==> config.mk <==
export PLATFORM = sky130hd
export DESIGN_NAME = sb_tx_arbiter
export DESIGN_NICKNAME = d
export VERILOG_FILES = /design/src/rtl/sb_tx_arbiter.sv
export SDC_FILE = /design/constraint.sdc
export NUM_CORES = 1
export LEC_CHECK = 0
export CORE_ASPECT_RATIO = 0.9
export CORE_MARGIN = 2
export CORE_UTILIZATION = 41
export CTS_CLUSTER_SIZE = 8
export DETAILED_ROUTE_END_ITERATION = 6
export PLACE_DENSITY = 0.87
export SLEW_MARGIN = 25
export SYNTH_ARGS = -nofsm -noshare
export SYNTH_HDL_FRONTEND = slang
export SYNTH_SLANG_ARGS = --single-unit
export TNS_END_PERCENT = 100
==> constraint.sdc <==
create_clock -name i_clk -period 4.3 [get_ports i_clk]
set_clock_uncertainty 0.1 [all_clocks]
set_input_delay 0.43 -clock i_clk [delete_from_list [all_inputs] [get_ports i_clk]]
set_output_delay 0.43 -clock i_clk [all_outputs]
set_load 0.03 [all_outputs]
==> src/rtl/sb_tx_arbiter.sv <==
// sb_tx_arbiter
// -------------
// Shares the single 64-bit sideband serializer between the SB pattern
// generator and the SB message encoder. Packets are granted atomically with
// round-robin fairness. A programmable idle gap follows every packet, and a
// watchdog aborts any beat the serializer fails to complete in time.
//
// Parameters
//   GAP_CYCLES   idle cycles forced between consecutive packets (0 allowed)
//   SER_TIMEOUT  max cycles a beat may wait for i_ser_done (>= 2)
//
// Ports
//   i_clk, i_rst          clock; asynchronous active-high reset
//   i_pattern_valid/i_pattern            pattern beat request and payload
//   o_pattern_ack                        pulse: pattern beat serialized
//   i_msg_valid/i_msg_hdr/i_msg_has_data/i_msg_data
//                                        message packet request and payload
//   o_msg_ack                            pulse: whole message serialized
//   o_ser_data/o_ser_valid/i_ser_done    serializer beat handshake
//   o_busy                               high whenever not IDLE
//   o_ser_timeout                        pulse: beat aborted by the watchdog
module sb_tx_arbiter #(
    parameter int GAP_CYCLES  = 4,
    parameter int SER_TIMEOUT = 1024
) (
    input  logic        i_clk,
    input  logic        i_rst,
    input  logic        i_pattern_valid,
    input  logic [63:0] i_pattern,
    output logic        o_pattern_ack,
    input  logic        i_msg_valid,
    input  logic [63:0] i_msg_hdr,
    input  logic        i_msg_has_data,
    input  logic [63:0] i_msg_data,
    output logic        o_msg_ack,
    output logic [63:0] o_ser_data,
    output logic        o_ser_valid,
    input  logic        i_ser_done,
    output logic        o_busy,
    output logic        o_ser_timeout
);

    // One extra count of headroom so the counter can step past the expiry
    // value on the aborting edge without wrapping.
    localparam int WD_W  = $clog2(SER_TIMEOUT + 1);
    localparam int GAP_W = (GAP_CYCLES > 0) ? $clog2(GAP_CYCLES + 1) : 1;
    localparam logic [WD_W-1:0]  WD_LAST  = WD_W'(SER_TIMEOUT - 1);
    localparam logic [GAP_W-1:0] GAP_LAST = GAP_W'((GAP_CYCLES > 0) ? GAP_CYCLES - 1 : 0);

    typedef enum logic [2:0] {
        ST_IDLE,
        ST_SEND_PAT,
        ST_SEND_HDR,
        ST_SEND_DATA,
        ST_GAP
    } state_t;

    // Where a finished or aborted packet goes: with no gap, straight to IDLE.
    localparam state_t ST_AFTER_PKT = (GAP_CYCLES > 0) ? ST_GAP : ST_IDLE;

    state_t      state_reg, state_next;
    logic        last_grant_msg_reg, last_grant_msg_next;
    logic [WD_W-1:0]  wd_cnt_reg, wd_cnt_next;
    logic [GAP_W-1:0] gap_cnt_reg, gap_cnt_next;
    logic        has_data_reg, has_data_next;
    logic [63:0] data_reg, data_next;
    logic [63:0] ser_data_reg, ser_data_next;
    logic        ser_valid_reg, ser_valid_next;
    logic        pattern_ack_reg, pattern_ack_next;
    logic        msg_ack_reg, msg_ack_next;
    logic        timeout_reg, timeout_next;
    logic        busy_reg, busy_next;

    logic pat_elig;
    logic msg_elig;
    logic beat_done;
    logic wd_expire;

    // A requester whose ack is on the wire this cycle has not yet had a
    // chance to drop valid, so its request is stale and must not be granted.
    assign pat_elig  = i_pattern_valid && !pattern_ack_reg;
    assign msg_elig  = i_msg_valid && !msg_ack_reg;

    // Done outside a beat is ignored; done in the expiry cycle wins.
    assign beat_done = ser_valid_reg && i_ser_done;
    assign wd_expire = ser_valid_reg && !i_ser_done && (wd_cnt_reg == WD_LAST);

    always_comb begin
        state_next          = state_reg;
        last_grant_msg_next = last_grant_msg_reg;
        has_data_next       = has_data_reg;
        data_next           = data_reg;
        ser_data_next       = ser_data_reg;
        pattern_ack_next    = 1'b0;
        msg_ack_next        = 1'b0;
        timeout_next        = 1'b0;
        gap_cnt_next        = '0;
        // Counts valid cycles of the current beat; any done or idle clears it.
        wd_cnt_next         = (ser_valid_reg && !i_ser_done) ? wd_cnt_reg + WD_W'(1) : '0;

        case (state_reg)
            ST_IDLE: begin
                // Message wins a tie unless it was the last one granted.
                if (msg_elig && (!pat_elig || !last_grant_msg_reg)) begin
                    state_next          = ST_SEND_HDR;
                    ser_data_next       = i_msg_hdr;
                    has_data_next       = i_msg_has_data;
                    data_next           = i_msg_data;
                    last_grant_msg_next = 1'b1;
                    wd_cnt_next         = '0;
                end else if (pat_elig) begin
                    state_next          = ST_SEND_PAT;
                    ser_data_next       = i_pattern;
                    last_grant_msg_next = 1'b0;
                    wd_cnt_next         = '0;
                end
            end
            ST_SEND_PAT: begin
                if (beat_done) begin
                    state_next       = ST_AFTER_PKT;
                    pattern_ack_next = 1'b1;
                end else if (wd_expire) begin
                    state_next   = ST_AFTER_PKT;
                    timeout_next = 1'b1;
                end
            end
            ST_SEND_HDR: begin
                if (beat_done) begin
                    if (has_data_reg) begin
                        // Data beat follows with valid held high throughout.
                        state_next    = ST_SEND_DATA;
                        ser_data_next = data_reg;
                    end else begin
                        state_next   = ST_AFTER_PKT;
                        msg_ack_next = 1'b1;
                    end
                end else if (wd_expire) begin
                    state_next   = ST_AFTER_PKT;
                    timeout_next = 1'b1;
                end
            end
            ST_SEND_DATA: begin
                if (beat_done) begin
                    state_next   = ST_AFTER_PKT;
                    msg_ack_next = 1'b1;
                end else if (wd_expire) begin
                    state_next   = ST_AFTER_PKT;
                    timeout_next = 1'b1;
                end
            end
            ST_GAP: begin
                if (gap_cnt_reg == GAP_LAST) begin
                    state_next = ST_IDLE;
                end else begin
                    gap_cnt_next = gap_cnt_reg + GAP_W'(1);
                end
            end
            default: begin
                state_next = ST_IDLE;
            end
        endcase

        ser_valid_next = (state_next == ST_SEND_PAT) || (state_next == ST_SEND_HDR) ||
                         (state_next == ST_SEND_DATA);
        busy_next      = (state_next != ST_IDLE);
    end

    always_ff @(posedge i_clk or posedge i_rst) begin
        if (i_rst) begin
            state_reg          <= ST_IDLE;
            last_grant_msg_reg <= 1'b0;
            wd_cnt_reg         <= '0;
            gap_cnt_reg        <= '0;
            has_data_reg       <= 1'b0;
            data_reg           <= '0;
            ser_data_reg       <= '0;
            ser_valid_reg      <= 1'b0;
            pattern_ack_reg    <= 1'b0;
            msg_ack_reg        <= 1'b0;
            timeout_reg        <= 1'b0;
            busy_reg           <= 1'b0;
        end else begin
            state_reg          <= state_next;
            last_grant_msg_reg <= last_grant_msg_next;
            wd_cnt_reg         <= wd_cnt_next;
            gap_cnt_reg        <= gap_cnt_next;
            has_data_reg       <= has_data_next;
            data_reg           <= data_next;
            ser_data_reg       <= ser_data_next;
            ser_valid_reg      <= ser_valid_next;
            pattern_ack_reg    <= pattern_ack_next;
            msg_ack_reg        <= msg_ack_next;
            timeout_reg        <= timeout_next;
            busy_reg           <= busy_next;
        end
    end

    assign o_ser_data    = ser_data_reg;
    assign o_ser_valid   = ser_valid_reg;
    assign o_pattern_ack = pattern_ack_reg;
    assign o_msg_ack     = msg_ack_reg;
    assign o_ser_timeout = timeout_reg;
    assign o_busy        = busy_reg;

endmodule

==> out/results.tsv <==
stage	metric	value	unit
run_status	status	finished, final reports clean	
layout	fin_area	10900	um2
route	first_pass_iters	4	
global_routing	use_met2	39.5	%
cts	insertion_delay	0.41	ns
place	gp_congestion	0.818	
logic_synthesis	synthXorXnorAreaFrac	1.07	%
cts	postCtsSetupRepairBufs	0	
power_and_ir_drop	finalPower	8.06	mW
cts	h-tree-depth	4	
layout	final_cell_mix	clkdlybuf4s50_1 (266), dfrtp_1 (152), nor2_1 (81)	
place	dp_hpwl	14500	um
worst_setup_path	worstSetupStartpointType	primary input	
logic_synthesis	avgSynthCellArea	10.9	um2
die	rows	46	
die	core_region_area	17700	um2
timing	fmax	0.337	GHz
power_and_ir_drop	comb_power_share	49.1	%
worst_setup_path	path_max_fanout	67	
global_routing	grt_pass1_wl	35300	um
power_and_ir_drop	switching_share	40.0	%
route	drc	0	
flow_run	cap_violations	0	
worst_setup_path	timing.rr.start	o_pattern_ack$_DFF_PP0_	
global_routing	antenna_found_initial	0	
place	place_ws	0.972	ns
layout	syn_to_final_growth	46.9	%
power_and_ir_drop	power_switching	3.23	mW
worst_setup_path	reg2regPathDepth	4	
worst_setup_path	crit_type	in -> reg	
die	initial_utilization	41.9	%
die	die-area	19100	um2
timing	worstMarginPinSlew	1.01	ns
power_and_ir_drop	internal-power	4.84	mW
layout	seq_area	3800	um2
route	post_drt_wl_per_cell	18.9	um
power_and_ir_drop	power_density	742	nW/um2
cts	postCtsHoldBufs	0	
min_path	min_to	gap_cnt_reg[0]$_DFF_PP0_	
global_routing	grtUsageMet3	6.53	%
logic_synthesis	synth_largest_area_cell	dfrtp_1	
cts	cts_tree	yes	
die	die_y	131	um
route	drt_iter0_drc	389	
layout	stdcell_count	1163	
logic_synthesis	synth_top_family_by_area	simple AND/OR/NAND/NOR gates	
route	wirelength	22000	um
cts	clkTransAtPathRegs	0.06	ns
place	portBuffers	266	
logic_synthesis	synth_compound_area_share	16.4	%
worst_setup_path	r2r_slack	1.38	ns
logic_synthesis	ys_ff_latch	152	
timing	relSlewSlack	32.6	%
die	fp.dieW	146	um
power_and_ir_drop	p_leak	4.59	nW
die	io_pins	267	
cts	cts_buffer_depth	2	
global_routing	grt_pass1_vias	6654	
timing	holdWs	0.341	ns
layout	diodes	0	
global_routing	grt_overflow_total	0	
logic_synthesis	yosysTopAreaCellShare	51.4	%
timing	slew_violations	0	
place	dp_cells	1131	
layout	final_common_cell	clkdlybuf4s50_1	
power_and_ir_drop	clkPwrFrac	20.2	%
global_routing	grt_busiest_layer	met2	
route	viasPerCell	5.49	
logic_synthesis	muxShareOfSynthArea	9.89	%
min_path	hold_class	reg -> reg	
layout	final_core_util	61.5	%
timing	fin_crit_sh	69.0	%
worst_setup_path	worstPathArrival	3.15	ns
logic_synthesis	syn-instance-count	679	
layout	fillCellCount	1437	
global_routing	grt_max_degree	153	
layout	drive_gt1_share	16.9	%
timing	timing.final.ws_setup	1.33	ns
global_routing	grt.total_usage	23.1	%
logic_synthesis	ys_warn_count	0	
place	post_dp_cell_area	10200	um2
logic_synthesis	ys_seq_area_share	51.4	%
global_routing	met1_usage	28.2	%
logic_synthesis	synthAdderAreaFrac	0.338	%
layout	final_nets	1110	
worst_setup_path	end_kind	flip-flop	
cts	cts.sinks	152	
timing	tns	0	ns
timing	setup_violations	0	
power_and_ir_drop	pwr-share-seq	30.7	%
worst_setup_path	worstPathRequired	4.48	ns
timing	hold_viol	0	
logic_synthesis	synth-simple-area-share	17.0	%
power_and_ir_drop	max-vdd-ir-drop	0.400	mV
worst_setup_path	worstReg2RegEnd	data_reg[29]$_DFFE_PP0P_	
logic_synthesis	ys_top_cells_by_area	dfrtp_1 (51%), mux2_2 (9.9%), o31ai_2 (6.8%), a211oi_1 (6.5%), and3_1 (5.6%)	
logic_synthesis	ys_types	34	
min_path	min-delay-start	gap_cnt_reg[0]$_DFF_PP0_	
logic_synthesis	synthesis.nets	879	
route	antenna_left	0	
cts	numCtsBuffers	17	
timing	rsz0062_at_grt	no	
cts	clockRootBuffer	clkbuf_16	
timing	fin_crit	2.97	ns
logic_synthesis	syn_area	7400	um2
route	vias	6381	
cts	ctsResizeCount	0	
min_path	holdPathStages	1	
layout	multi_input_area	3340	um2
## Yosys cell counts (all sizes together)
| cell | n |
|---|---|
| nor2 | 82 |
| or2 | 1 |
| nand3 | 69 |
| o211ai | 1 |
| and4b | 1 |
| o31ai | 65 |
| and3 | 66 |
| nand4 | 2 |
| ha | 2 |
| xnor2 | 8 |
| nor2b | 2 |
| mux2 | 65 |
| or3 | 1 |
| nor3b | 2 |
| dfrtp | 152 |
| nand2 | 9 |
| clkbuf | 50 |
| buf | 13 |
| nor3 | 5 |
| inv | 3 |
| o221ai | 1 |
| xor2 | 1 |
| nand2b | 4 |
| o21a | 1 |
| nor4 | 1 |
| o21ai | 4 |
| nand3b | 2 |
| a211oi | 64 |
| and2 | 2 |
## power groups by stage
stage / clock (mW) / combinational (mW) / sequential (mW)
floorplan: 0 / 2.09 / 3.00
finish: 1.63 / 3.96 / 2.48
global route: 1.71 / 4.23 / 2.55
detailed placement: 0 / 3.97 / 2.48
global placement: 0 / 3.86 / 2.46
CTS: 1.66 / 3.98 / 2.47
## final cells by class
type,instances,share of cell area [%]
clock buffer,20,4.29
multi-input combinational,461,30.7
clock inverter,12,1.73
inverter,3,0.138
tap,240,2.76
sequential,152,35.0
timing repair buffer,275,25.3
## kinds of logic (layout without fill, tap and decap cells)
kind of cell,after synthesis,in the layout
AND/OR/NAND/NOR,249,249
flip-flops,152,152
AO/OA/AOI/OAI,136,136
buffers and inverters,66,310
multiplexers,65,65
XOR/XNOR,9,9
adder cells (fa/ha/maj),2,2
## routing by layer
layer / up-vias / wire length (um)
met5: - / 0
met4: 0 / 515
met3: 38 / 1280
met2: 205 / 10900
met1: 3185 / 9260
li1: 2953 / -
## worst max-delay path, cell delays in order
cell	delay, ns
clkdlybuf4s50_1	0.50
nand3b_1	0.59
and2_1	0.47
nand2_4	0.69
mux2_2	0.42
## how the worst max path moves through the flow
stage / end / from / depth (start not counted)
2_1_floorplan: data_reg[0]$_DFFE_PP0P_ / i_rst / 1
3_3_place_gp: data_reg[39]$_DFFE_PP0P_ / i_pattern_valid / 5
3_5_place_dp: data_reg[21]$_DFFE_PP0P_ / i_pattern_valid / 5
4_1_cts: data_reg[29]$_DFFE_PP0P_ / i_pattern_valid / 5
5_1_grt: o_ser_data[61]$_DFFE_PP0P_ / i_pattern_valid / 6
6_report: data_reg[29]$_DFFE_PP0P_ / i_pattern_valid / 5
(Power assumes the default switching activity.)
